==> src/rtl/pu_riscv_biu_arbiter_if.sv <==
// pu_riscv_biu_arbiter_if: requester-side and bridge-side BIU signal bundle around the arbiter.
// slave = arbiter view; master = core units plus bridge view.
interface pu_riscv_biu_arbiter_if #(
  parameter int XLEN = 64,
  parameter int PLEN = 64,
  parameter int NREQ = 2
);
  logic [NREQ-1:0]      req_stb_i;
  logic [NREQ-1:0]      req_stb_ack_o;
  logic [NREQ-1:0]      req_d_ack_o;
  logic [NREQ*PLEN-1:0] req_adri_i;
  logic [NREQ*3-1:0]    req_size_i;
  logic [NREQ*3-1:0]    req_type_i;
  logic [NREQ*3-1:0]    req_prot_i;
  logic [NREQ-1:0]      req_lock_i;
  logic [NREQ-1:0]      req_we_i;
  logic [NREQ*XLEN-1:0] req_d_i;
  logic [XLEN-1:0]      req_q_o;
  logic [NREQ-1:0]      req_ack_o;
  logic [NREQ-1:0]      req_err_o;
  logic                 bb_stb_o;
  logic [PLEN-1:0]      bb_adri_o;
  logic [2:0]           bb_size_o;
  logic [2:0]           bb_type_o;
  logic [2:0]           bb_prot_o;
  logic                 bb_lock_o;
  logic                 bb_we_o;
  logic [XLEN-1:0]      bb_d_o;
  logic                 bb_stb_ack_i;
  logic                 bb_d_ack_i;
  logic                 bb_ack_i;
  logic                 bb_err_i;
  logic [XLEN-1:0]      bb_q_i;

  modport slave (
    input  req_stb_i, req_adri_i, req_size_i, req_type_i, req_prot_i, req_lock_i, req_we_i, req_d_i,
    output req_stb_ack_o, req_d_ack_o, req_q_o, req_ack_o, req_err_o,
    output bb_stb_o, bb_adri_o, bb_size_o, bb_type_o, bb_prot_o, bb_lock_o, bb_we_o, bb_d_o,
    input  bb_stb_ack_i, bb_d_ack_i, bb_ack_i, bb_err_i, bb_q_i
  );

  modport master (
    output req_stb_i, req_adri_i, req_size_i, req_type_i, req_prot_i, req_lock_i, req_we_i, req_d_i,
    input  req_stb_ack_o, req_d_ack_o, req_q_o, req_ack_o, req_err_o,
    input  bb_stb_o, bb_adri_o, bb_size_o, bb_type_o, bb_prot_o, bb_lock_o, bb_we_o, bb_d_o,
    output bb_stb_ack_i, bb_d_ack_i, bb_ack_i, bb_err_i, bb_q_i
  );
endinterface

==> src/rtl/pu_riscv_biu_arbiter.sv <==
// pu_riscv_biu_arbiter: grants one of NREQ BIU requesters the bridge bus until its beats drain and lock drops.
// Define PU_RISCV_BIU_ARB_PRIORITY_EN for fixed priority (lowest index wins) instead of round-robin.
module pu_riscv_biu_arbiter #(
  parameter int XLEN = 64,
  parameter int PLEN = 64,
  parameter int NREQ = 2
) (
  input logic HCLK,
  input logic HRESETn,
  pu_riscv_biu_arbiter_if.slave bus_if
);
  localparam int IW = NREQ > 1 ? $clog2(NREQ) : 1;
  localparam logic [0:0] IDLE  = 1'b0;
  localparam logic [0:0] GRANT = 1'b1;

  logic [0:0]    state_q, state_d;
  logic [IW-1:0] gnt_q, gnt_d, win;
  logic [5:0]    beats_q, beats_d, len;
  logic [6:0]    sum;
  logic          any_req, in_grant, own_stb, own_lock, rel;

  function automatic logic [5:0] burst_len(input logic [2:0] t);
    return t[2:1] == 2'b11 ? 6'd16 : t[2:1] == 2'b10 ? 6'd8 : t[2:1] == 2'b01 ? 6'd4 : 6'd1;
  endfunction

  assign any_req  = |bus_if.req_stb_i;
  assign in_grant = state_q == GRANT;
  assign own_stb  = bus_if.req_stb_i[gnt_q];
  assign own_lock = bus_if.req_lock_i[gnt_q];

  assign bus_if.bb_stb_o  = in_grant & own_stb;
  assign bus_if.bb_adri_o = bus_if.req_adri_i[gnt_q*PLEN +: PLEN];
  assign bus_if.bb_size_o = bus_if.req_size_i[gnt_q*3 +: 3];
  assign bus_if.bb_type_o = bus_if.req_type_i[gnt_q*3 +: 3];
  assign bus_if.bb_prot_o = bus_if.req_prot_i[gnt_q*3 +: 3];
  assign bus_if.bb_lock_o = own_lock;
  assign bus_if.bb_we_o   = bus_if.req_we_i[gnt_q];
  assign bus_if.bb_d_o    = bus_if.req_d_i[gnt_q*XLEN +: XLEN];
  assign bus_if.req_q_o   = bus_if.bb_q_i;

  always_comb begin
    bus_if.req_stb_ack_o = '0;
    bus_if.req_d_ack_o   = '0;
    bus_if.req_ack_o     = '0;
    bus_if.req_err_o     = '0;
    if (in_grant) begin
      bus_if.req_stb_ack_o[gnt_q] = bus_if.bb_stb_ack_i;
      bus_if.req_d_ack_o[gnt_q]   = bus_if.bb_d_ack_i;
      bus_if.req_ack_o[gnt_q]     = bus_if.bb_ack_i;
      bus_if.req_err_o[gnt_q]     = bus_if.bb_err_i;
    end
  end

  // Bridge handshakes outside GRANT are protocol violations and leave the count untouched.
  assign len = burst_len(bus_if.bb_type_o);
  always_comb begin
    sum     = {1'b0, beats_q} + (bus_if.bb_stb_ack_i ? {1'b0, len} : 7'd0);
    beats_d = beats_q;
    if (in_grant)
      beats_d = bus_if.bb_err_i ? 6'd0 : (bus_if.bb_ack_i && sum != 7'd0) ? 6'(sum - 7'd1) : sum[5:0];
  end

  assign rel     = in_grant & ~own_stb & (beats_d == 6'd0) & ~own_lock;
  assign state_d = in_grant ? (rel ? IDLE : GRANT) : (any_req ? GRANT : IDLE);
  assign gnt_d   = (!in_grant && any_req) ? win : gnt_q;

`ifdef PU_RISCV_BIU_ARB_PRIORITY_EN
  always_comb begin
    win = '0;
    for (int i = NREQ - 1; i >= 0; i--) if (bus_if.req_stb_i[i]) win = IW'(i);
  end
`else
  logic [IW-1:0] rr_q, rr_d;

  // Lowest requester at or above rr_q wins; otherwise wrap to the lowest requester overall.
  always_comb begin
    win = '0;
    for (int i = NREQ - 1; i >= 0; i--) if (bus_if.req_stb_i[i]) win = IW'(i);
    for (int i = NREQ - 1; i >= 0; i--) if (bus_if.req_stb_i[i] && IW'(i) >= rr_q) win = IW'(i);
  end

  assign rr_d = rel ? (gnt_q == IW'(NREQ - 1) ? '0 : gnt_q + 1'b1) : rr_q;

  always_ff @(posedge HCLK or negedge HRESETn)
    if (!HRESETn) rr_q <= '0;
    else rr_q <= rr_d;
`endif

  always_ff @(posedge HCLK or negedge HRESETn)
    if (!HRESETn) begin
      state_q <= IDLE;
      gnt_q   <= '0;
      beats_q <= '0;
    end else begin
      state_q <= state_d;
      gnt_q   <= gnt_d;
      beats_q <= beats_d;
    end
endmodule
==> src/flat_wrapper.sv <==
// flat-port wrapper written by rule: the top's interface ports become plain ports
module pu_riscv_biu_arbiter_flat 
#(
  parameter int XLEN = 64,
  parameter int PLEN = 64,
  parameter int NREQ = 2
)
  (HCLK, HRESETn, bus_if_req_stb_i, bus_if_req_adri_i, bus_if_req_size_i, bus_if_req_type_i, bus_if_req_prot_i, bus_if_req_lock_i, bus_if_req_we_i, bus_if_req_d_i, bus_if_req_stb_ack_o, bus_if_req_d_ack_o, bus_if_req_q_o, bus_if_req_ack_o, bus_if_req_err_o, bus_if_bb_stb_o, bus_if_bb_adri_o, bus_if_bb_size_o, bus_if_bb_type_o, bus_if_bb_prot_o, bus_if_bb_lock_o, bus_if_bb_we_o, bus_if_bb_d_o, bus_if_bb_stb_ack_i, bus_if_bb_d_ack_i, bus_if_bb_ack_i, bus_if_bb_err_i, bus_if_bb_q_i);
  pu_riscv_biu_arbiter_if #(.XLEN(XLEN), .PLEN(PLEN), .NREQ(NREQ)) bus_if_i ();
  input logic HCLK;
  input logic HRESETn;
  input wire logic [$bits(bus_if_i.req_stb_i)-1:0] bus_if_req_stb_i;
  input wire logic [$bits(bus_if_i.req_adri_i)-1:0] bus_if_req_adri_i;
  input wire logic [$bits(bus_if_i.req_size_i)-1:0] bus_if_req_size_i;
  input wire logic [$bits(bus_if_i.req_type_i)-1:0] bus_if_req_type_i;
  input wire logic [$bits(bus_if_i.req_prot_i)-1:0] bus_if_req_prot_i;
  input wire logic [$bits(bus_if_i.req_lock_i)-1:0] bus_if_req_lock_i;
  input wire logic [$bits(bus_if_i.req_we_i)-1:0] bus_if_req_we_i;
  input wire logic [$bits(bus_if_i.req_d_i)-1:0] bus_if_req_d_i;
  output wire logic [$bits(bus_if_i.req_stb_ack_o)-1:0] bus_if_req_stb_ack_o;
  output wire logic [$bits(bus_if_i.req_d_ack_o)-1:0] bus_if_req_d_ack_o;
  output wire logic [$bits(bus_if_i.req_q_o)-1:0] bus_if_req_q_o;
  output wire logic [$bits(bus_if_i.req_ack_o)-1:0] bus_if_req_ack_o;
  output wire logic [$bits(bus_if_i.req_err_o)-1:0] bus_if_req_err_o;
  output wire logic [$bits(bus_if_i.bb_stb_o)-1:0] bus_if_bb_stb_o;
  output wire logic [$bits(bus_if_i.bb_adri_o)-1:0] bus_if_bb_adri_o;
  output wire logic [$bits(bus_if_i.bb_size_o)-1:0] bus_if_bb_size_o;
  output wire logic [$bits(bus_if_i.bb_type_o)-1:0] bus_if_bb_type_o;
  output wire logic [$bits(bus_if_i.bb_prot_o)-1:0] bus_if_bb_prot_o;
  output wire logic [$bits(bus_if_i.bb_lock_o)-1:0] bus_if_bb_lock_o;
  output wire logic [$bits(bus_if_i.bb_we_o)-1:0] bus_if_bb_we_o;
  output wire logic [$bits(bus_if_i.bb_d_o)-1:0] bus_if_bb_d_o;
  input wire logic [$bits(bus_if_i.bb_stb_ack_i)-1:0] bus_if_bb_stb_ack_i;
  input wire logic [$bits(bus_if_i.bb_d_ack_i)-1:0] bus_if_bb_d_ack_i;
  input wire logic [$bits(bus_if_i.bb_ack_i)-1:0] bus_if_bb_ack_i;
  input wire logic [$bits(bus_if_i.bb_err_i)-1:0] bus_if_bb_err_i;
  input wire logic [$bits(bus_if_i.bb_q_i)-1:0] bus_if_bb_q_i;
  assign bus_if_i.req_stb_i = bus_if_req_stb_i;
  assign bus_if_i.req_adri_i = bus_if_req_adri_i;
  assign bus_if_i.req_size_i = bus_if_req_size_i;
  assign bus_if_i.req_type_i = bus_if_req_type_i;
  assign bus_if_i.req_prot_i = bus_if_req_prot_i;
  assign bus_if_i.req_lock_i = bus_if_req_lock_i;
  assign bus_if_i.req_we_i = bus_if_req_we_i;
  assign bus_if_i.req_d_i = bus_if_req_d_i;
  assign bus_if_req_stb_ack_o = bus_if_i.req_stb_ack_o;
  assign bus_if_req_d_ack_o = bus_if_i.req_d_ack_o;
  assign bus_if_req_q_o = bus_if_i.req_q_o;
  assign bus_if_req_ack_o = bus_if_i.req_ack_o;
  assign bus_if_req_err_o = bus_if_i.req_err_o;
  assign bus_if_bb_stb_o = bus_if_i.bb_stb_o;
  assign bus_if_bb_adri_o = bus_if_i.bb_adri_o;
  assign bus_if_bb_size_o = bus_if_i.bb_size_o;
  assign bus_if_bb_type_o = bus_if_i.bb_type_o;
  assign bus_if_bb_prot_o = bus_if_i.bb_prot_o;
  assign bus_if_bb_lock_o = bus_if_i.bb_lock_o;
  assign bus_if_bb_we_o = bus_if_i.bb_we_o;
  assign bus_if_bb_d_o = bus_if_i.bb_d_o;
  assign bus_if_i.bb_stb_ack_i = bus_if_bb_stb_ack_i;
  assign bus_if_i.bb_d_ack_i = bus_if_bb_d_ack_i;
  assign bus_if_i.bb_ack_i = bus_if_bb_ack_i;
  assign bus_if_i.bb_err_i = bus_if_bb_err_i;
  assign bus_if_i.bb_q_i = bus_if_bb_q_i;
  pu_riscv_biu_arbiter #(.XLEN(XLEN), .PLEN(PLEN), .NREQ(NREQ)) u_core (.HCLK(HCLK), .HRESETn(HRESETn), .bus_if(bus_if_i));
endmodule
==> config.mk <==
export PLATFORM = sky130hd
export DESIGN_NAME = pu_riscv_biu_arbiter_flat
export DESIGN_NICKNAME = d
export VERILOG_FILES = /design/src/rtl/pu_riscv_biu_arbiter_if.sv /design/src/rtl/pu_riscv_biu_arbiter.sv /design/src/flat_wrapper.sv
export SDC_FILE = /design/constraint.sdc
export NUM_CORES = 1
export LEC_CHECK = 0
export BUFFER_PORTS_ARGS = -buffer_cell sky130_fd_sc_hd__clkbuf_2
export CAP_MARGIN = 5
export CELL_PAD_IN_SITES_DETAIL_PLACEMENT = 0
export CELL_PAD_IN_SITES_GLOBAL_PLACEMENT = 2
export CORE_AREA = 5 5 217 219
export DETAILED_ROUTE_END_ITERATION = 16
export DIE_AREA = 0 0 222 224
export GPL_TIMING_DRIVEN = 0
export PLACE_DENSITY = 0.58
export RECOVER_POWER = 50
export SYNTH_ARGS = -nofsm -noshare
export SYNTH_HDL_FRONTEND = slang
export SYNTH_SLANG_ARGS = --single-unit
==> constraint.sdc <==
create_clock -name HCLK -period 4.28 [get_ports HCLK]
set_input_delay 0.856 -clock HCLK [delete_from_list [all_inputs] [get_ports HCLK]]
set_output_delay 0.856 -clock HCLK [all_outputs]
set_load 0.05 [all_outputs]
==> summary.md <==
| Metric | Value |
|---|---|
| Overall routing resource usage | `0.0833` |
| Post-Syn Nets | `688` |
| Final HPWL DP | `21,900 um` |
| Post-route ant nets | `0` |
| Worst Tran Pin Value | `1.02 ns` |
| Syn avg cell area | `9.16 um2` |
| Pleak | `3.10 nW` |
| Worst hold path class | `reg -> reg` |
| Setup tns final | `0 ns` |
| Data required, critical path | `4.37 ns` |
| Status | `finished clean` |
| Via count | `4,419` |
| Initial antenna violation count | `3` |
| Post-synth top area cell | `mux2_2` |
| TritonCTS buffer count | `3` |
| Drt total wl | `23,200 um` |
| Final hold vios | `0` |
| Post-synthesis sequential area ratio | `0.0743` |
| Reg2Reg Launch Point | `u_core.gnt_q` |
| Die W | `222 um` |
| Dpl ws | `-1.01 ns` |
| Top-count cell post-synth | `mux2_2` |
| RSZ-0062 raised after global routing | `false` |
| Wire length per cell | `16.2 um` |
| Final Core Density | `0.139` |
| Multi-input gate area | `2220 um2` |
| #FFs+latches synth | `9` |
| # Post-CTS Setup Buffers | `0` |
| Top FF cell, synth | `dfrtp_1` |
| Finished Layout Cells | `1,431` |
| Congestion Overflow GR | `0` |
| Post-route cell area | `6220 um2` |
| CTS tree | `built` |
| Placed cell count | `1,428` |
| Quantity of I/O buffers inserted on ports | `497` |
| Die Y | `224 um` |
| Crit start category | `register` |
| Dpl cell area | `6270 um2` |
| Initial Util | `0.0675` |
| Largest cells by area after synthesis | `mux2_2, buf_4, dfrtp_1, ha_1, clkbuf_1` |
| Final nets | `1,188` |
| Synthesized area | `3030 um2` |
| Vias in the first global route | `4,779` |
| DR iter-0 viols | `81` |
| Max Slew Vio Count | `0` |
| Hold_buf cts | `0` |
| Area grow syn2layout | `105%` |
| Resized cells post-CTS | `1` |
| Critical path capture point type | `register` |
| Worst Hold Launch | `u_core.beats_q[2]` |
| GP Congestion | `0.907` |
| Crit path from | `u_core.gnt_q` |
| Post-Syn Instances | `331` |
| Worst-path cell chain | `mux2i_2 > inv_1 > nor2_1 > ha_1 > ha_1 > inv_1 > ha_1 > nor4b_1 > o21ai_1 > o21ai_2 > a211oi_1 > and4bb_1 > nand4_2 > mux2i_1` |
| Pre-antenna DRT Iters | `4` |
| Period utilization | `0.895` |
| Worst VDD drop | `0.281 mV` |
| Setup Skew | `0.00650 ns` |
| Post-synth top cells | `mux2_2, buf_4, clkbuf_1` |
| Clock sinks | `9` |
| Core footprint | `44,900 um2` |
| Pwr dens | `669 nW/um2` |
| # fillers | `5,265` |
| # rows | `78` |
| I/O pins | `562` |
| Ys async rst share | `1.00` |
| Flip-flop and latch area | `229 um2` |
| FMAX | `0.261 GHz` |
| Final min period | `3.83 ns` |
| Share of layout cells above drive strength 1 | `0.733` |
| Root Driver | `clkbuf_16` |
| Clock-pin slew on the worst setup and hold paths | `0.04 ns` |
| Setup-failing EPs final | `0` |
| Worst-skew pair later-pin latency | `0.23 ns` |
| WP data arrival | `3.92 ns` |
| CP max-delay cell | `dfrtp_4` |
| Setup CP Type | `reg -> reg` |
| Final worst slack | `0.450 ns` |
| Rel. slew slack | `0.319` |
| Clk buf depth | `2` |
| H-tree depth | `1` |
| Crit path largest cell delay | `0.66 ns` |
| Number of remaining DRC errors | `0` |
| Largest net degree at the start of global routing | `22` |
| Yosys top cell area share | `0.513` |
| Synth warnings | `0` |
| Buffers & Inverters on Critical Path | `2` |
| Vias/cell | `3.09` |
| First-pass GRT wire length | `31,300 um` |
| Post-synth EDFFs | `0` |
| Die ar. | `49,700 um2` |
| CP dominant cell by count | `ha_1` |
| CP top delay family | `simple AND/OR/NAND/NOR gates` |
| Max cap viols | `0` |
| Critical path fanouts, max | `21` |
| Distinct cells, synth | `46` |
[registers in the layout, summed over array words and instances (netlist names)]
name / cells
u_core.beats_q: 6
u_core.gnt_q: 1
u_core.in_grant: 1
u_core.rr_q: 1
[cell type report]
| cell class | count | share of cell area |
|---|---|---|
| Clock buffer | 3 | 0.0121 |
| Antenna cell | 1 | 0.000402 |
| Inverter | 11 | 0.00664 |
| Sequential cell | 9 | 0.0368 |
| Multi-Input combinational cell | 229 | 0.357 |
| Timing Repair Buffer | 497 | 0.379 |
| Tap cell | 600 | 0.121 |
| Buffer | 80 | 0.0871 |
| Clock inverter | 1 | 0.000805 |
[cell families (layout without fill, tap and decap cells)]
group / after synthesis / count (layout) / synth area share
fa+ha+maj: 7 / 7 / 0.0289
flops: 9 / 9 / 0.0743
buf+inv: 93 / 592 / 0.195
xor+xnor: 7 / 7 / 0.0202
compound gates: 32 / 32 / 0.0764
simple gates: 41 / 41 / 0.0793
mux: 142 / 142 / 0.526
other cells: 0 / 1 / 0
[cell usage in the layout, fill, tap and decap left out, types with 2 or more instances in the layout]
master     instances
mux2_2           138
ha_1               7
clkbuf_16          3
nor2_1            12
a31oi_1            2
nand2b_1           2
xor2_1             2
xnor2_1            5
clkbuf_2         392
or2_1              2
dfrtp_1            8
mux2i_1            3
o21ai_0            4
o2bb2ai_1          2
buf_4             64
a21oi_1            8
a211oi_1           2
clkbuf_1         120
nand2_1            6
and3_1             4
and2_1             5
inv_1             10
[power breakdown]
part | switching, mW | leakage, nW | internal [mW] | total, mW
logic | 2.71 | 2.95 | 1.09 | 3.80
registers | 0.0758 | 0.111 | 0.125 | 0.200
clock network | 0.0394 | 0.0409 | 0.123 | 0.162
total | 2.82 | 3.10 | 1.34 | 4.16
[worst paths after layout]
path / to / slack (ns) / depth (start not counted)
setup / recovery: u_core.rr_q / 0.45 / 14
hold / removal: u_core.beats_q[2] / 0.51 / 1
setup reg to reg: u_core.rr_q / 0.45 / 14
hold reg to reg: u_core.beats_q[2] / 0.51 / 1
max in group asynchronous: u_core.gnt_q / 3.31 / 1
min in group asynchronous: u_core.rr_q / 0.57 / 1
[layer usage]
metal  share of wire  up-vias  global-route usage
li1                -     2128                   -
met1            0.34     1928              0.0862
met2            0.53      346               0.162
met3            0.11       17              0.0292
met4           0.023        0              0.0169
met5               0        -                   0
[through the flow]
step	power (mW)	hold slack (ns)
finish	4.16	0.510
global route	4.40	0.539
CTS	4.28	0.483
detailed placement	4.12	0.513
global placement	4.14	0.514
floorplan	3.11	0.461
No activity file was read; power rests on OpenSTA's default activity.
